**config.mk**
```make
export PLATFORM = sky130hd
export DESIGN_NAME = serial_addsub
export DESIGN_NICKNAME = d
export VERILOG_FILES = /design/src/rtl/serial_addsub_pkg.sv /design/src/rtl/serial_addsub_onebit_adder.sv /design/src/rtl/serial_addsub.sv
export SDC_FILE = /design/constraint.sdc
export NUM_CORES = 1
export LEC_CHECK = 0
export ABC_AREA = 0
export CORE_UTILIZATION = 25
export CTS_CLUSTER_DIAMETER = 150
export DETAILED_ROUTE_END_ITERATION = 16
export GPL_TIMING_DRIVEN = 1
export SLEW_MARGIN = 20
export SYNTH_ARGS = -nofsm -noshare
export SYNTH_HDL_FRONTEND = slang
export SYNTH_SLANG_ARGS = --single-unit
```
**constraint.sdc**
```tcl
create_clock -name clk -period 2.3 [get_ports clk]
set_input_delay 0.46 -clock clk [delete_from_list [all_inputs] [get_ports clk]]
set_output_delay 0.46 -clock clk [all_outputs]
set_load 0.005 [all_outputs]
```
**src/rtl/serial_addsub_pkg.sv**
```systemverilog
// Shared definitions for the bit-serial adder/subtractor: FSM state
// encodings and the default operand width.
package serial_addsub_pkg;

  localparam int unsigned DEFAULT_WIDTH = 32;

  typedef enum logic [1:0] {
    IDLE = 2'd0,
    RUN  = 2'd1,
    DONE = 2'd2
  } state_e;

endpackage : serial_addsub_pkg

```
**src/rtl/serial_addsub_onebit_adder.sv**
```systemverilog
// Single full-adder cell used by the serial datapath, one bit per clock.
module onebit_adder (
  input  logic a,
  input  logic b,
  input  logic cin,
  output logic sum,
  output logic cout
);

  // Combinational full-adder sum and carry
  always_comb begin
    sum  = a ^ b ^ cin;
    cout = (a & b) | (cin & (a ^ b));
  end

endmodule : onebit_adder

```
**src/rtl/serial_addsub.sv**
```systemverilog
// Bit-serial add/subtract unit. Operands are shifted LSB first through a
// single full-adder cell, one bit per RUN cycle. The sum collects in a shadow
// shift register and is published, with the flags, alongside the done pulse.
module serial_addsub
  import serial_addsub_pkg::*;
#(
  parameter int unsigned WIDTH = DEFAULT_WIDTH
) (
  input  logic             clk,
  input  logic             rst_n,
  input  logic             start,
  input  logic             op_sub,
  input  logic [WIDTH-1:0] a,
  input  logic [WIDTH-1:0] b,
  output logic             busy,
  output logic             done,
  output logic [WIDTH-1:0] result,
  output logic             c_out,
  output logic             overflow,
  output logic             zero
);

  localparam int unsigned CW = $clog2(WIDTH) + 1;

  state_e           state_q, state_d;
  logic [WIDTH-1:0] a_sr_q, a_sr_d;
  logic [WIDTH-1:0] b_sr_q, b_sr_d;
  logic [WIDTH-1:0] shadow_q, shadow_d;
  logic [WIDTH-1:0] result_q, result_d;
  logic [CW-1:0]    cnt_q, cnt_d;
  logic             carry_q, carry_d;
  logic             msb_cin_q, msb_cin_d;
  logic             c_out_q, c_out_d;
  logic             ovf_q, ovf_d;
  logic             zero_q, zero_d;
  logic             done_q, done_d;

  logic             fa_sum;
  logic             fa_cout;
  logic             last_bit;

  assign last_bit = (cnt_q == CW'(WIDTH - 1));

  onebit_adder u_fa (
    .a    (a_sr_q[0]),
    .b    (b_sr_q[0]),
    .cin  (carry_q),
    .sum  (fa_sum),
    .cout (fa_cout)
  );

  // FSM state register
  always_ff @(posedge clk or negedge rst_n) begin
    if (!rst_n) state_q <= IDLE;
    else        state_q <= state_d;
  end

  // FSM next-state logic: IDLE -> RUN on start, RUN for WIDTH bits, one DONE
  always_comb begin
    state_d = state_q;
    unique case (state_q)
      IDLE:    if (start)    state_d = RUN;
      RUN:     if (last_bit) state_d = DONE;
      DONE:                  state_d = IDLE;
      default:               state_d = IDLE;
    endcase
  end

  // FSM outputs: busy straight from state, the rest from their registers
  always_comb begin
    busy     = (state_q == RUN) || (state_q == DONE);
    done     = done_q;
    result   = result_q;
    c_out    = c_out_q;
    overflow = ovf_q;
    zero     = zero_q;
  end

  // Datapath registers, all cleared asynchronously so a reset aborts cleanly
  always_ff @(posedge clk or negedge rst_n) begin
    if (!rst_n) begin
      a_sr_q    <= '0;
      b_sr_q    <= '0;
      shadow_q  <= '0;
      result_q  <= '0;
      cnt_q     <= '0;
      carry_q   <= 1'b0;
      msb_cin_q <= 1'b0;
      c_out_q   <= 1'b0;
      ovf_q     <= 1'b0;
      zero_q    <= 1'b0;
      done_q    <= 1'b0;
    end else begin
      a_sr_q    <= a_sr_d;
      b_sr_q    <= b_sr_d;
      shadow_q  <= shadow_d;
      result_q  <= result_d;
      cnt_q     <= cnt_d;
      carry_q   <= carry_d;
      msb_cin_q <= msb_cin_d;
      c_out_q   <= c_out_d;
      ovf_q     <= ovf_d;
      zero_q    <= zero_d;
      done_q    <= done_d;
    end
  end

  // Datapath next values: load on accepted start, one bit per RUN cycle,
  // publish the finished result and flags while leaving DONE
  always_comb begin
    a_sr_d    = a_sr_q;
    b_sr_d    = b_sr_q;
    shadow_d  = shadow_q;
    result_d  = result_q;
    cnt_d     = cnt_q;
    carry_d   = carry_q;
    msb_cin_d = msb_cin_q;
    c_out_d   = c_out_q;
    ovf_d     = ovf_q;
    zero_d    = zero_q;
    done_d    = 1'b0;
    unique case (state_q)
      IDLE: begin
        if (start) begin
          a_sr_d  = a;
          b_sr_d  = op_sub ? ~b : b;
          carry_d = op_sub;
          cnt_d   = '0;
        end
      end
      RUN: begin
        shadow_d = {fa_sum, shadow_q[WIDTH-1:1]};
        carry_d  = fa_cout;
        a_sr_d   = a_sr_q >> 1;
        b_sr_d   = b_sr_q >> 1;
        cnt_d    = cnt_q + CW'(1);
        if (last_bit) msb_cin_d = carry_q;
      end
      DONE: begin
        // done is registered, so the result and flags are copied on the same
        // edge that raises it; they then appear together one cycle after DONE
        result_d = shadow_q;
        c_out_d  = carry_q;
        ovf_d    = msb_cin_q ^ carry_q;
        zero_d   = (shadow_q == '0);
        done_d   = 1'b1;
      end
      default: ;
    endcase
  end

endmodule : serial_addsub

```
## Word level (Yosys, flattened, before mapping)

Cells that the tools add are included.

| word-level totals | value |
|---|---|
| output and inout bits | 37 |
| logic and storage cells | 45 |
| bits of input ports | 68 |
| register bits after elaboration | 142 |

| operators by class | value |
|---|---|
| eq/ne operators | 5 |
| bitwise operators | 7 |
| $add $sub $neg | 1 |
| muxes and demuxes | 13 |
| reductions and logical operators | 7 |

Operators with widths:

| operator | number |
|---|---|
| $pmux 32 s2 | 2 |
| $mux 32 | 3 |
| $logic_not 32->1 | 1 |
| $not 32->32 | 1 |
| $pmux 6 s2 | 1 |
| $add 6x1->6 const B | 1 |
| $eq 6x5->1 const B | 1 |
| $mux 6 | 1 |
| $reduce_and 2->1 | 3 |
| $mux 2 | 2 |
| $ne 2x2->1 const B | 2 |
| $pmux 2 s2 | 1 |
| $xor 1x1->1 | 3 |
| $and 1x1->1 | 2 |
| $eq 2x1->1 const B | 1 |
| $eq 2x2->1 const B | 1 |
| $logic_not 2->1 | 1 |
| $mux 1 | 2 |
| $pmux 1 s2 | 1 |
| $reduce_bool 2->1 | 1 |
| $logic_or 1x1->1 | 1 |
| $or 1x1->1 | 1 |

## Depth between registers and ports, before layout

| logic depth | value |
|---|---|
| word-level depth | 4 |
| depth in mapped cells | 9 |
| depth with buffers taken out | 6 |

## By module

A second synthesis with hierarchy kept.

| second synthesis, totals | value |
|---|---|
| cell total of the unflattened synthesis | 562 |
| area, all modules | 6314.8 µm² |

By module, submodules not included:

| module | instances | area an instance (µm²) | cells each |
|---|---|---|---|
| serial_addsub | 1 | 6294.8 | 561 |
| onebit_adder | 1 | 20.0 | 1 |

## Worst setup path before layout

Ideal clock, no wire load.

| timing | value |
|---|---|
| path type | register -> register |
| from | reg state_q[0] |
| to | reg zero_q (netlist: zero) |
| cell stages (with the launch flop) | 8 |
| slack | 0.646 ns |
| data arrival time | 1.573 ns |
| path buffers | 1 |
| cell sequence | dfrtp_1 > inv_1 > ha_1 > buf_4 > nor4b_2 > nand4_1 > or4_1 > o22ai_2 |

| between the ends | value |
|---|---|
| cells in the longest elaborated chain, start to end | 1 |

Ends and longest elaborated chain:

| element | line | source |
|---|---|---|
| start, declared | serial_addsub.sv:25 | `state_e state_q, state_d;` |
| start signal, assigned | serial_addsub.sv:55 | `else state_q <= state_d;` |
| $eq 2x2->1 | serial_addsub.sv:122 | `unique case (state_q)` |
| end signal, assigned | serial_addsub.sv:103 | `zero_q <= zero_d;` |
| end, declared | serial_addsub.sv:35 | `logic zero_q, zero_d;` |

No other way between the ends.
A chain may end at the register's enable or synchronous reset.

## Worst setup path in the final report

| timing | value |
|---|---|
| from | reg state_q[1] |
| to | out busy |

| between the ends | value |
|---|---|
| cells in the longest elaborated chain, start to end | 2 |
| elaborated cells between the ends (all ways) | 3 |

Ends and longest elaborated chain:

| element | line | source |
|---|---|---|
| $eq 2x1->1 or $eq 2x2->1 (tied branches) | serial_addsub.sv:71 | `busy = (state_q == RUN) \|\| (state_q == DONE);` |
| $logic_or 1x1->1 (*) | serial_addsub.sv:71 |  |
| end, declared | serial_addsub.sv:15 | `output logic busy,` |

Every way passes the cells marked *; elsewhere a longest branch is shown, timed or not.

==> results.toml <==
[sta]
grt_setup_unrepaired = "false"
slew_headroom_pct = 65.8
period_minus_slack_ps = 2140
final.period_utilization_pct = 93.0
max_clock_freq_ghz = 0.468
finalSetupViolCount = 0
worst_slew_pin_slew_ps = 514
clock_skew_ps = 7.78
final.setup.worst_slack_ps = 161
slew_viol_final = 0
fin_tns_setup_ps = 0
hold_viol_final = 0

[cells_and_area]
num_antenna_cells = 0
area_growth_syn_to_layout_pct = 32.7
finalNetCount = 732
multiInputGateArea_mm2 = 0.00258
final_util_pct = 34.1
seqCellArea_mm2 = 0.00355
fin_cells = 996
layout-drive-gt1-share_pct = 17.0
fillCellCount = 2493

[power_and_ir_drop]
p_total_mw = 9.58
switchingPower_mw = 3.14
clkPwrFrac_pct = 29.3
pwr_density_cell_mw_per_mm2 = 1140
intPower_mw = 6.45
p_sw_share_pct = 32.7
ir_drop_v = 0.000470
leakagePower_nw = 3.61
seqPwrFrac_pct = 40.5
power_frac_comb_pct = 30.1

[worst_setup_path]
crit_buf_inv = 2
cp_slowest_cell = "clkdlybuf4s50_1"
arrival_ps = 1680
path_max_fanout = 3
crit_family = "buffers and inverters"
r2r-end = "zero"
r2r-start = "state_q[0]"
worstSetupStartpoint = "state_q[1]"
rr_worst_depth = 6
crit_chain = "inv_1 -> ha_4 -> clkdlybuf4s50_1"
worst_ep_required_time_ps = 1840
r2r_slack_ps = 570
slowest_delay_ps = 500
crit_cells = 3
cp-end-kind = "primary output"
crit_end = "busy"
worst_setup_path_start_kind = "flip-flop"
path_class = "reg -> out"

[clock_network]
htree_levels = 4
cts_sinks = 142
clkLatencyLatePin_ps = 410
clk_path_buf_depth = 2
ctsRootBufferMaster = "clkbuf_16"
numCtsBuffers = 17
clkSlewWorstSetupHoldPaths_ps = 50
tritoncts = "yes"

[die]
start_util_pct = 25.7
rows = 57
num_io_pins = 105
core_mm2 = 0.0245
die-height_um = 161
die_w_um = 161
die_area_mm2 = 0.0259

[drt]
drt_iter0_drc = 218
ant_nets = 0
vias_per_cell = 4.28
vias = 4263
dr.pass1.iters = 4
drc = 0
wl_per_cell_um = 12.8
wirelength_um = 12800

[place]
portBuffers = 104
dp.final_hpwl_um = 8530
pre_cts_slack_ps = 397
gp_congestion = 0.698
place_inst = 962

[global_route]
antenna_found_initial = 0
gr-total-overflow = 0
grt_use_total_pct = 10.7
grt_max_degree = 75
grt_pass1_vias = 4244
grt_pass1_wl_um = 22000

[outcome]
status = "finished clean"

[yosys]
ys_types = 27
avgSynthCellArea_um2 = 11.2
synth_seq_cells = 142
syn-cell-area_mm2 = 0.00631
synth_nets = 635
synth.yosys.seq_area_share_pct = 56.3
yosys_warnings = 0
syn_inst = 562

[job]
drv_cap = 0

[worst_hold_path]
hold_depth = 2
hold_class = "reg -> reg"
-- worst reg2reg max path: stages (launching register included) --
cell     delay, ps
dfrtp_1        380
inv_1          120
ha_1           220
nor4b_2        200
nand4_1        130
or4_1          510
o22ai_2        100
-- registers in the layout, summed over array words and instances, names as in the netlist --
register / flops
a_sr_q: 32
b_sr_q: 32
result: 32
shadow_q: 32
cnt_q: 6
state_q: 2
c_out: 1
carry_q: 1
done: 1
msb_cin_q: 1
overflow: 1
zero: 1
-- layout make-up --
type                            count  area share, %
Clock buffer                       20           5.33
Clock inverter                     12           1.91
Inverter                            6          0.269
Multi-Input combinational cell    376           30.8
Sequential cell                   142           42.4
Tap cell                          324           4.84
Timing Repair Buffer              116           14.4
-- through the flow --
| step | hold WS [ps] | instance area [um^2] |
|---|---|---|
| 3_5_place_dp | 454 | 7740 |
| 3_3_place_gp | 456 | 7740 |
| 4_1_cts | 483 | 8360 |
| 5_1_grt | 504 | 8380 |
| 2_1_floorplan | 164 | 6310 |
| 6_report | 478 | 8380 |
-- power groups by stage --
stage	clock, mW	combinational (mW)	sequential, mW
floorplan	0	2.23	3.75
global placement	0	2.83	3.92
detailed placement	0	2.91	3.94
CTS	2.92	2.94	3.89
global route	3.02	3.32	4.02
finish	2.81	2.89	3.88
-- logic make-up after synthesis --
family | synth area share, %
DFF | 56.3
and+or+nand+nor | 8.21
AOI/OAI and AO/OA | 9.10
muxes | 17.4
buffers and inverters | 3.33
xor gates and xnor gates | 4.58
adders and majority gates | 1.11
-- how the worst min path moves through the flow --
| stage | from | end | slack [ps] |
|---|---|---|---|
| 2_1_floorplan | rst_n | a_sr_q[0] | 160 |
| 3_3_place_gp | rst_n | result[21] | 460 |
| 3_5_place_dp | rst_n | result[21] | 450 |
| 4_1_cts | b_sr_q[29] | b_sr_q[29] | 480 |
| 5_1_grt | a_sr_q[29] | a_sr_q[29] | 500 |
| 6_report | b_sr_q[29] | b_sr_q[29] | 480 |
-- what timing repair did --
item	CTS	global route
cloned	0	0
endpoints found under the hold margin	6	0
setup buffers	1	0
hold buffers	1	0
resized for setup	0	1
endpoints found under the setup margin	1	1
-- synthesized netlist by cell type --
cell type | number | area (um^2)
mux2i_1 | 34 | 340
o32ai_1 | 1 | 8.76
nor2_1 | 36 | 135
fa_1 | 1 | 20.0
nor4_1 | 5 | 31.3
nor4b_2 | 1 | 15.0
clkbuf_1 | 11 | 41.3
ha_1 | 4 | 50.1
mux2i_2 | 1 | 13.8
o22ai_2 | 1 | 12.5
a32o_1 | 1 | 10.0
nor3_1 | 2 | 10.0
mux2_2 | 66 | 743
o21ai_0 | 69 | 345
xnor2_1 | 33 | 289
buf_2 | 18 | 90.1
dfrtp_1 | 142 | 3550
or4_1 | 2 | 15.0
a21oi_1 | 38 | 190
buf_4 | 6 | 45.0
inv_1 | 6 | 22.5
nand4_1 | 1 | 6.26
buf_1 | 3 | 11.3
nand3_1 | 3 | 15.0
o31ai_1 | 1 | 7.51
nand2b_1 | 2 | 12.5
nand2_1 | 74 | 278
-- layer usage --
layer	global-route usage, %	vias up	routed length (um)
li1	-	2135	-
met1	14.7	2043	6290
met2	16.3	79	5860
met5	0	-	0
met3	3.18	6	510
met4	3.09	0	94
-- cell usage in the layout (no fill, tap or decap), drive strengths merged --
cell,n
a21oi,38
a32o,1
buf,13
bufinv,3
clkbuf,20
clkdlybuf4s50,102
clkinv,6
clkinvlp,1
dfrtp,142
dlygate4sd3,1
fa,1
ha,4
inv,8
mux2,66
mux2i,35
nand2,74
nand2b,2
nand3,3
nand4,1
nor2,36
nor3,2
nor4,5
nor4b,1
o21ai,69
o22ai,1
o31ai,1
o32ai,1
or4,2
xnor2,33
No activity file was read; power rests on OpenSTA's default activity.
